===== config.mk =====
export PLATFORM = sky130hd
export DESIGN_NAME = bcd_scan_display_flat
export DESIGN_NICKNAME = d
export VERILOG_FILES = /design/src/rtl/bcd_scan_display_if.sv /design/src/rtl/bcd_scan_display.sv /design/src/flat_wrapper.sv
export SDC_FILE = /design/constraint.sdc
export NUM_CORES = 1
export LEC_CHECK = 0
export ABC_AREA = 1
export BUFFER_PORTS_ARGS = -buffer_cell sky130_fd_sc_hd__buf_2
export CAP_MARGIN = 20
export CORE_AREA = 2 2 76 78
export DETAILED_ROUTE_END_ITERATION = 6
export DIE_AREA = 0 0 78 80
export PLACE_DENSITY = 0.73
export SETUP_SLACK_MARGIN = 0.15
export SYNTH_ARGS = -nofsm -noshare
export SYNTH_HDL_FRONTEND = slang
export SYNTH_SLANG_ARGS = --single-unit

===== constraint.sdc =====
create_clock -name Clk -period 1.85 [get_ports Clk]
set_input_delay 0.0925 -clock Clk [delete_from_list [all_inputs] [get_ports Clk]]
set_output_delay 0.0925 -clock Clk [all_outputs]
set_load 0.005 [all_outputs]

===== src/rtl/bcd_scan_display_if.sv =====
`default_nettype none
// ============================================================================
//  Module      : bcd_scan_display_if
//  Description : Four-digit BCD bus from the trigger counters, plus the
//                multiplexed common-anode 7-segment drive returned by the
//                display block.
//  Revision    : 1.0 - initial release
// ============================================================================
interface bcd_scan_display_if;
  logic [3:0] BCD0;   // ones digit
  logic [3:0] BCD1;   // tens digit
  logic [3:0] BCD2;   // hundreds digit
  logic [3:0] BCD3;   // thousands digit
  logic [6:0] Seg;    // {g,f,e,d,c,b,a}, active-low
  logic [3:0] An;     // digit enables, active-low

  // Counter side: drives the digits, may observe the display drive
  modport master (
    output BCD0, BCD1, BCD2, BCD3,
    input  Seg, An
  );

  // Display side: consumes the digits, drives the segments and anodes
  modport slave (
    input  BCD0, BCD1, BCD2, BCD3,
    output Seg, An
  );
endinterface : bcd_scan_display_if
`default_nettype wire


===== src/rtl/bcd_scan_display.sv =====
`default_nettype none
// ============================================================================
//  Module      : bcd_scan_display
//  Description : Time-multiplexes a four-digit BCD bus onto one common-anode
//                7-segment display. The bus is snapshotted once per full scan
//                so a digit never tears mid-scan. Each digit slot begins with
//                a short all-dark gap to suppress ghosting, and an all-4'hF
//                value (counter overflow) blinks the whole display.
//                Optional macro LEAD_ZERO_BLANK_EN: blank leading zeros of
//                digits 3..1 (digit 0 is always shown).
//  Revision    : 1.0 - initial release
// ============================================================================
module bcd_scan_display #(
  parameter int SCAN_DIV    = 100000,  // cycles per digit slot, >= 2
  parameter int BLANK_CYC   = 1000,    // dark cycles at slot start, < SCAN_DIV
  parameter int BLINK_SCANS = 125      // full scans per blink half-period, >= 1
) (
  input  logic                 Clk,
  input  logic                 Reset,
  bcd_scan_display_if.slave    bus
);

  // --------------------------------------------------------------------------
  // Constants
  // --------------------------------------------------------------------------
  localparam int SLOT_W = (SCAN_DIV > 2) ? $clog2(SCAN_DIV) : 1;
  localparam int SCAN_W = (BLINK_SCANS > 1) ? $clog2(BLINK_SCANS) : 1;

  localparam logic [SLOT_W-1:0] SLOT_LAST  = SLOT_W'(SCAN_DIV - 1);
  localparam logic [SLOT_W-1:0] SLOT_BLANK = SLOT_W'(BLANK_CYC);
  localparam logic [SLOT_W-1:0] SLOT_ONE   = SLOT_W'(1);
  localparam logic [SCAN_W-1:0] SCAN_LAST  = SCAN_W'(BLINK_SCANS - 1);
  localparam logic [SCAN_W-1:0] SCAN_ONE   = SCAN_W'(1);

  localparam logic [6:0] SEG_OFF  = 7'b1111111;
  localparam logic [6:0] SEG_DASH = 7'b0111111;
  localparam logic [3:0] AN_OFF   = 4'b1111;

  // --------------------------------------------------------------------------
  // State
  // --------------------------------------------------------------------------
  logic [SLOT_W-1:0]     slot_cnt_q, slot_cnt_d;
  logic [1:0]            idx_q, idx_d;
  logic [3:0][3:0]       snap_q;
  logic [SCAN_W-1:0]     scan_cnt_q;
  logic                  blink_ph_q;
  logic [3:0]            an_q, an_d;
  logic [6:0]            seg_q, seg_d;

  logic                  slot_wrap;
  logic                  scan_end;
  logic                  ovf;
  logic                  digit_off;
  logic [3:0]            cur_digit;
  logic [3:0][3:0]       bcd_in;

  assign bcd_in = {bus.BCD3, bus.BCD2, bus.BCD1, bus.BCD0};

  // --------------------------------------------------------------------------
  // Segment decode, active-low {g,f,e,d,c,b,a}; 4'hF is the overflow dash,
  // the unused codes 10..14 are dark.
  // --------------------------------------------------------------------------
  function automatic logic [6:0] seg_decode(input logic [3:0] v);
    logic [6:0] s;
    s = SEG_OFF;
    case (v)
      4'd0:    s = 7'b1000000;
      4'd1:    s = 7'b1111001;
      4'd2:    s = 7'b0100100;
      4'd3:    s = 7'b0110000;
      4'd4:    s = 7'b0011001;
      4'd5:    s = 7'b0010010;
      4'd6:    s = 7'b0000010;
      4'd7:    s = 7'b1111000;
      4'd8:    s = 7'b0000000;
      4'd9:    s = 7'b0010000;
      4'hF:    s = SEG_DASH;
      default: s = SEG_OFF;
    endcase
    return s;
  endfunction

  // --------------------------------------------------------------------------
  // Scan timing: slot counter wraps every SCAN_DIV cycles, the digit index
  // advances on each wrap and a full scan ends on the wrap out of digit 3.
  // --------------------------------------------------------------------------
  assign slot_wrap = (slot_cnt_q == SLOT_LAST);
  assign scan_end  = slot_wrap && (idx_q == 2'd3);

  // Next slot position and digit index
  always_comb begin
    slot_cnt_d = slot_cnt_q + SLOT_ONE;
    idx_d      = idx_q;
    if (slot_wrap) begin
      slot_cnt_d = '0;
      idx_d      = idx_q + 2'd1;
    end
  end

  // Slot counter, digit index and once-per-scan snapshot of the digit bus.
  // The snapshot tracks the bus throughout reset so the first scan after
  // release already shows live values.
  always_ff @(posedge Clk) begin
    if (Reset) begin
      slot_cnt_q <= '0;
      idx_q      <= 2'd0;
      snap_q     <= bcd_in;
    end else begin
      slot_cnt_q <= slot_cnt_d;
      idx_q      <= idx_d;
      if (scan_end) begin
        snap_q <= bcd_in;
      end
    end
  end

  // --------------------------------------------------------------------------
  // Overflow blink: only an all-4'hF snapshot counts as overflow, so entry
  // and exit line up with snapshot boundaries.
  // --------------------------------------------------------------------------
  assign ovf = (snap_q[0] == 4'hF) && (snap_q[1] == 4'hF) &&
               (snap_q[2] == 4'hF) && (snap_q[3] == 4'hF);

  // Count full scans while in overflow and flip the blink phase each
  // half-period; outside overflow the blink restarts from a lit phase.
  always_ff @(posedge Clk) begin
    if (Reset) begin
      scan_cnt_q <= '0;
      blink_ph_q <= 1'b0;
    end else if (!ovf) begin
      scan_cnt_q <= '0;
      blink_ph_q <= 1'b0;
    end else if (scan_end) begin
      if (scan_cnt_q == SCAN_LAST) begin
        scan_cnt_q <= '0;
        blink_ph_q <= ~blink_ph_q;
      end else begin
        scan_cnt_q <= scan_cnt_q + SCAN_ONE;
      end
    end
  end

  // --------------------------------------------------------------------------
  // Leading-zero suppression of the currently selected digit
  // --------------------------------------------------------------------------
`ifdef LEAD_ZERO_BLANK_EN
  logic [3:0] lz_blank;

  // A digit is a leading zero when it and every higher digit are zero;
  // any non-zero code (including 4'hF and 10..14) stops the run.
  always_comb begin
    lz_blank    = 4'b0000;
    lz_blank[3] = (snap_q[3] == 4'd0);
    lz_blank[2] = lz_blank[3] && (snap_q[2] == 4'd0);
    lz_blank[1] = lz_blank[2] && (snap_q[1] == 4'd0);
    lz_blank[0] = 1'b0;
  end

  assign digit_off = lz_blank[idx_q];
`else
  assign digit_off = 1'b0;
`endif

  assign cur_digit = snap_q[idx_q];

  // --------------------------------------------------------------------------
  // Display drive
  // --------------------------------------------------------------------------
  // Anode and segment values for the next cycle; segments are forced dark
  // whenever no anode is enabled.
  always_comb begin
    an_d  = AN_OFF;
    seg_d = SEG_OFF;
    if ((slot_cnt_q >= SLOT_BLANK) && !(ovf && blink_ph_q) && !digit_off) begin
      an_d  = ~(4'b0001 << idx_q);
      seg_d = seg_decode(cur_digit);
    end
  end

  // Registered anode/segment outputs, dark out of reset
  always_ff @(posedge Clk) begin
    if (Reset) begin
      an_q  <= AN_OFF;
      seg_q <= SEG_OFF;
    end else begin
      an_q  <= an_d;
      seg_q <= seg_d;
    end
  end

  assign bus.An  = an_q;
  assign bus.Seg = seg_q;

endmodule : bcd_scan_display
`default_nettype wire


===== src/flat_wrapper.sv =====
// flat-port wrapper written by rule: the top's interface ports become plain ports
module bcd_scan_display_flat 
#(
  parameter int SCAN_DIV    = 100000,                                
  parameter int BLANK_CYC   = 1000,                                            
  parameter int BLINK_SCANS = 125                                               
)
  (Clk, Reset, bus_BCD0, bus_BCD1, bus_BCD2, bus_BCD3, bus_Seg, bus_An);
  bcd_scan_display_if bus_i ();
  input  logic Clk;
  input  logic Reset;
  input wire logic [$bits(bus_i.BCD0)-1:0] bus_BCD0;
  input wire logic [$bits(bus_i.BCD1)-1:0] bus_BCD1;
  input wire logic [$bits(bus_i.BCD2)-1:0] bus_BCD2;
  input wire logic [$bits(bus_i.BCD3)-1:0] bus_BCD3;
  output wire logic [$bits(bus_i.Seg)-1:0] bus_Seg;
  output wire logic [$bits(bus_i.An)-1:0] bus_An;
  assign bus_i.BCD0 = bus_BCD0;
  assign bus_i.BCD1 = bus_BCD1;
  assign bus_i.BCD2 = bus_BCD2;
  assign bus_i.BCD3 = bus_BCD3;
  assign bus_Seg = bus_i.Seg;
  assign bus_An = bus_i.An;
  bcd_scan_display #(.SCAN_DIV(SCAN_DIV), .BLANK_CYC(BLANK_CYC), .BLINK_SCANS(BLINK_SCANS)) u_core (.Clk(Clk), .Reset(Reset), .bus(bus_i));
endmodule

==> run summary <==
RePlAce Congestion -> 0.861
WL met2 -> 2.50 mm
Starting Density -> 0.503
Critical Path End Type -> flip-flop
CORE AREA -> 5410 µm²
Synth unique cells -> 34
Rel. slew slack -> 0.734
Htree depth -> 2
Met3 wire length -> 209 µm
CTS tree -> built
Initial antenna violation count -> 0
Wire length on met1 -> 2.65 mm
CTS Buf Count -> 5
Final Worst Setup Slack -> 0.281 ns
Post-Syn Nets -> 364
Share of layout cells above drive strength 1 -> 0.204
Clock latency on the worst-skew pair -> 0.31 ns
Die X -> 78 µm
LEAKAGE -> 1.29 nW
Min-Delay Path Class -> reg -> reg
Max clock buf depth -> 2
Worst slew pin tran -> 0.399 ns
DRC violations left -> 0
Detailed-route via count -> 2310
Vert. Die Dim -> 80 µm
Total grt overflow -> 0
Gate Count Post-Synth -> 332
Final wirelength -> 5.44 mm
Util after Layout -> 0.613
Post-DRT Antenna Nets -> 0
Final Non-Filler Cells -> 465
Outcome -> finished, final reports clean
Max cap viols -> 0
Top cells by area, synth -> dfxtp_1 28%, edfxtp_1 18%, nand2_1 9.7%
Power per cell area -> 618 nW/µm²
Post-Syn Area per Cell -> 8.19 µm²
Mapped Area -> 2720 µm²
Most numerous cell in the Yosys netlist -> nand2_1
Async set-reset flop share out of synthesis -> 0
Setup slack, reg-to-reg -> 0.28 ns
Area leader, netlist -> dfxtp_1
Critical Path AT -> 1.75 ns
CP Launch Type -> flip-flop
Main synth FF type -> dfxtp_1
Dpl ws -> 0.116 ns
DRT iter0 DRCs -> 153
Root buf cell -> clkbuf_8
Final Skew -> 0.0131 ns
Minimum clock period -> 1.57 ns
Final-report hold violation count -> 0
Period utilization -> 0.848
PortBufs -> 28
Register area share after synthesis -> 0.457
YS warnings -> 0
EDFF count, synth -> 16
Pin count of the biggest net entering global routing -> 18
Count of final setup violators -> 0
Unrepaired setup endpoints after global routing -> true
Max VDD drop -> 513 µV
Synth top area share -> 0.280
# nets final -> 424
Max Fclk -> 638 MHz
First-pass GRT wire length -> 9.03 mm
Area Overhead vs Synth -> 21.8%
Synthesized flop and latch total -> 54
Top Layer Used -> met4
Required time of the critical path -> 2.03 ns
Final slew viol count -> 0
DIE AREA -> 6240 µm²
Clock Sinks -> 54
Number of global-route vias before repair -> 2077
Diode count -> 0
Total GRT Usage -> 0.183
Worst-path fanout max -> 10
Placement Rows -> 27
WL/cell -> 11.7 µm
Via density -> 4.97
Placed cells -> 435
Setup CP Type -> reg -> reg
Synth cell count leaders -> 70 x nand2_1, 40 x inv_1, 38 x dfxtp_1
Clock slew at reported path FFs -> 0.09 ns
I/O pins -> 29
Final setup TNS -> 0 ns
First drt pass iteration count -> 4
DP HPWL -> 3.80 mm
==> placed cells by master (no fill, tap or decap), types with 2 or more instances in the layout <==
| cell | count |
|---|---|
| dlygate4sd3_1 | 17 |
| nor3_1 | 13 |
| inv_1 | 39 |
| nand3_1 | 30 |
| xor2_1 | 2 |
| nand4_1 | 13 |
| clkbuf_8 | 5 |
| inv_2 | 5 |
| o211ai_1 | 6 |
| nor2_1 | 34 |
| dfxtp_2 | 2 |
| nor4_1 | 2 |
| o21ai_1 | 2 |
| o21ai_0 | 3 |
| a21oi_1 | 12 |
| edfxtp_1 | 16 |
| nor2_2 | 3 |
| buf_4 | 11 |
| nand2_1 | 65 |
| nor3b_1 | 4 |
| nor2_4 | 3 |
| nand2_2 | 7 |
| ha_1 | 14 |
| nor3b_2 | 2 |
| nand2_4 | 4 |
| dfxtp_1 | 35 |
| nor3_2 | 2 |
| buf_2 | 28 |
==> stage by stage <==
stage	power (W)	hold WS (ns)	area, µm²
6_report	0.00205	0.428	3310
5_1_grt	0.00214	0.450	3310
4_1_cts	0.00206	0.476	3230
3_5_place_dp	0.00138	0.271	2970
3_3_place_gp	0.00138	0.270	2970
2_1_floorplan	0.00135	0.171	2720
==> area by class of cell <==
class,instances,area (µm²)
Fill cell,491,2090
Multi-Input combinational cell,231,1330
Tap cell,72,90.1
Sequential cell,54,1250
Clock buffer,6,72.6
Inverter,44,165
Timing Repair Buffer,56,393
Clock inverter,2,13.8
==> state kept, by name, indices dropped and copies added, names as in the netlist <==
name,flops
u_core.slot_cnt_q,17
u_core.idx_q,2
u_core.blink_ph_q,1
u_core.snap_q,16
u_core.scan_cnt_q,7
u_core.bus.Seg,7
u_core.bus.An,4
==> critical path, cell delays in order (launching register included) <==
cell and delay [ns]:
dfxtp_4 0.37, buf_4 0.17, o21ai_1 0.15, nand2_2 0.11, buf_4 0.15, ha_1 0.18
inv_1 0.05, nand2_1 0.06, o211ai_1 0.11, nand3_1 0.10
==> worst paths after layout <==
kind                               end  cells past startpoint            startpoint
hold reg to reg   u_core.slot_cnt_q[0]                      1  u_core.slot_cnt_q[0]
setup reg to reg     u_core.bus.Seg[0]                      9       u_core.idx_q[0]
setup / recovery     u_core.bus.Seg[0]                      9       u_core.idx_q[0]
hold / removal    u_core.slot_cnt_q[0]                      1  u_core.slot_cnt_q[0]
==> power by group <==
group,internal [W],switching (W)
combinational,0.0000641,0.0000694
clock,0.000269,0.000383
sequential,0.00124,0.0000176
total,0.00158,0.000470
==> metal layers <==
layer  vias up  track usage
li1       1218            -
met2        46        0.302
met3         8       0.0305
met5         -            0
met1      1038        0.237
met4         0       0.0789
==> cell families (layout without fill, tap and decap cells) <==
family / count (synthesis) / count (layout) / synth area share
XOR/XNOR: 3 / 3 / 0.00967
AO/OA/AOI/OAI: 27 / 27 / 0.0575
flip-flops: 54 / 54 / 0.457
AND/OR/NAND/NOR: 185 / 187 / 0.337
adder cells (fa/ha/maj): 14 / 14 / 0.0644
buffers and inverters: 49 / 108 / 0.0750
==> what timing repair did <==
action                     in CTS  in global routing
hold endpoints to repair       17                  0
pin swaps                       0                  3
setup endpoints to repair      16                 29
setup buffers                   0                  3
hold buffers                   17                  0
gates resized for setup         1                 16
cloned                          0                  2
Power figures use the tool's default switching activity.
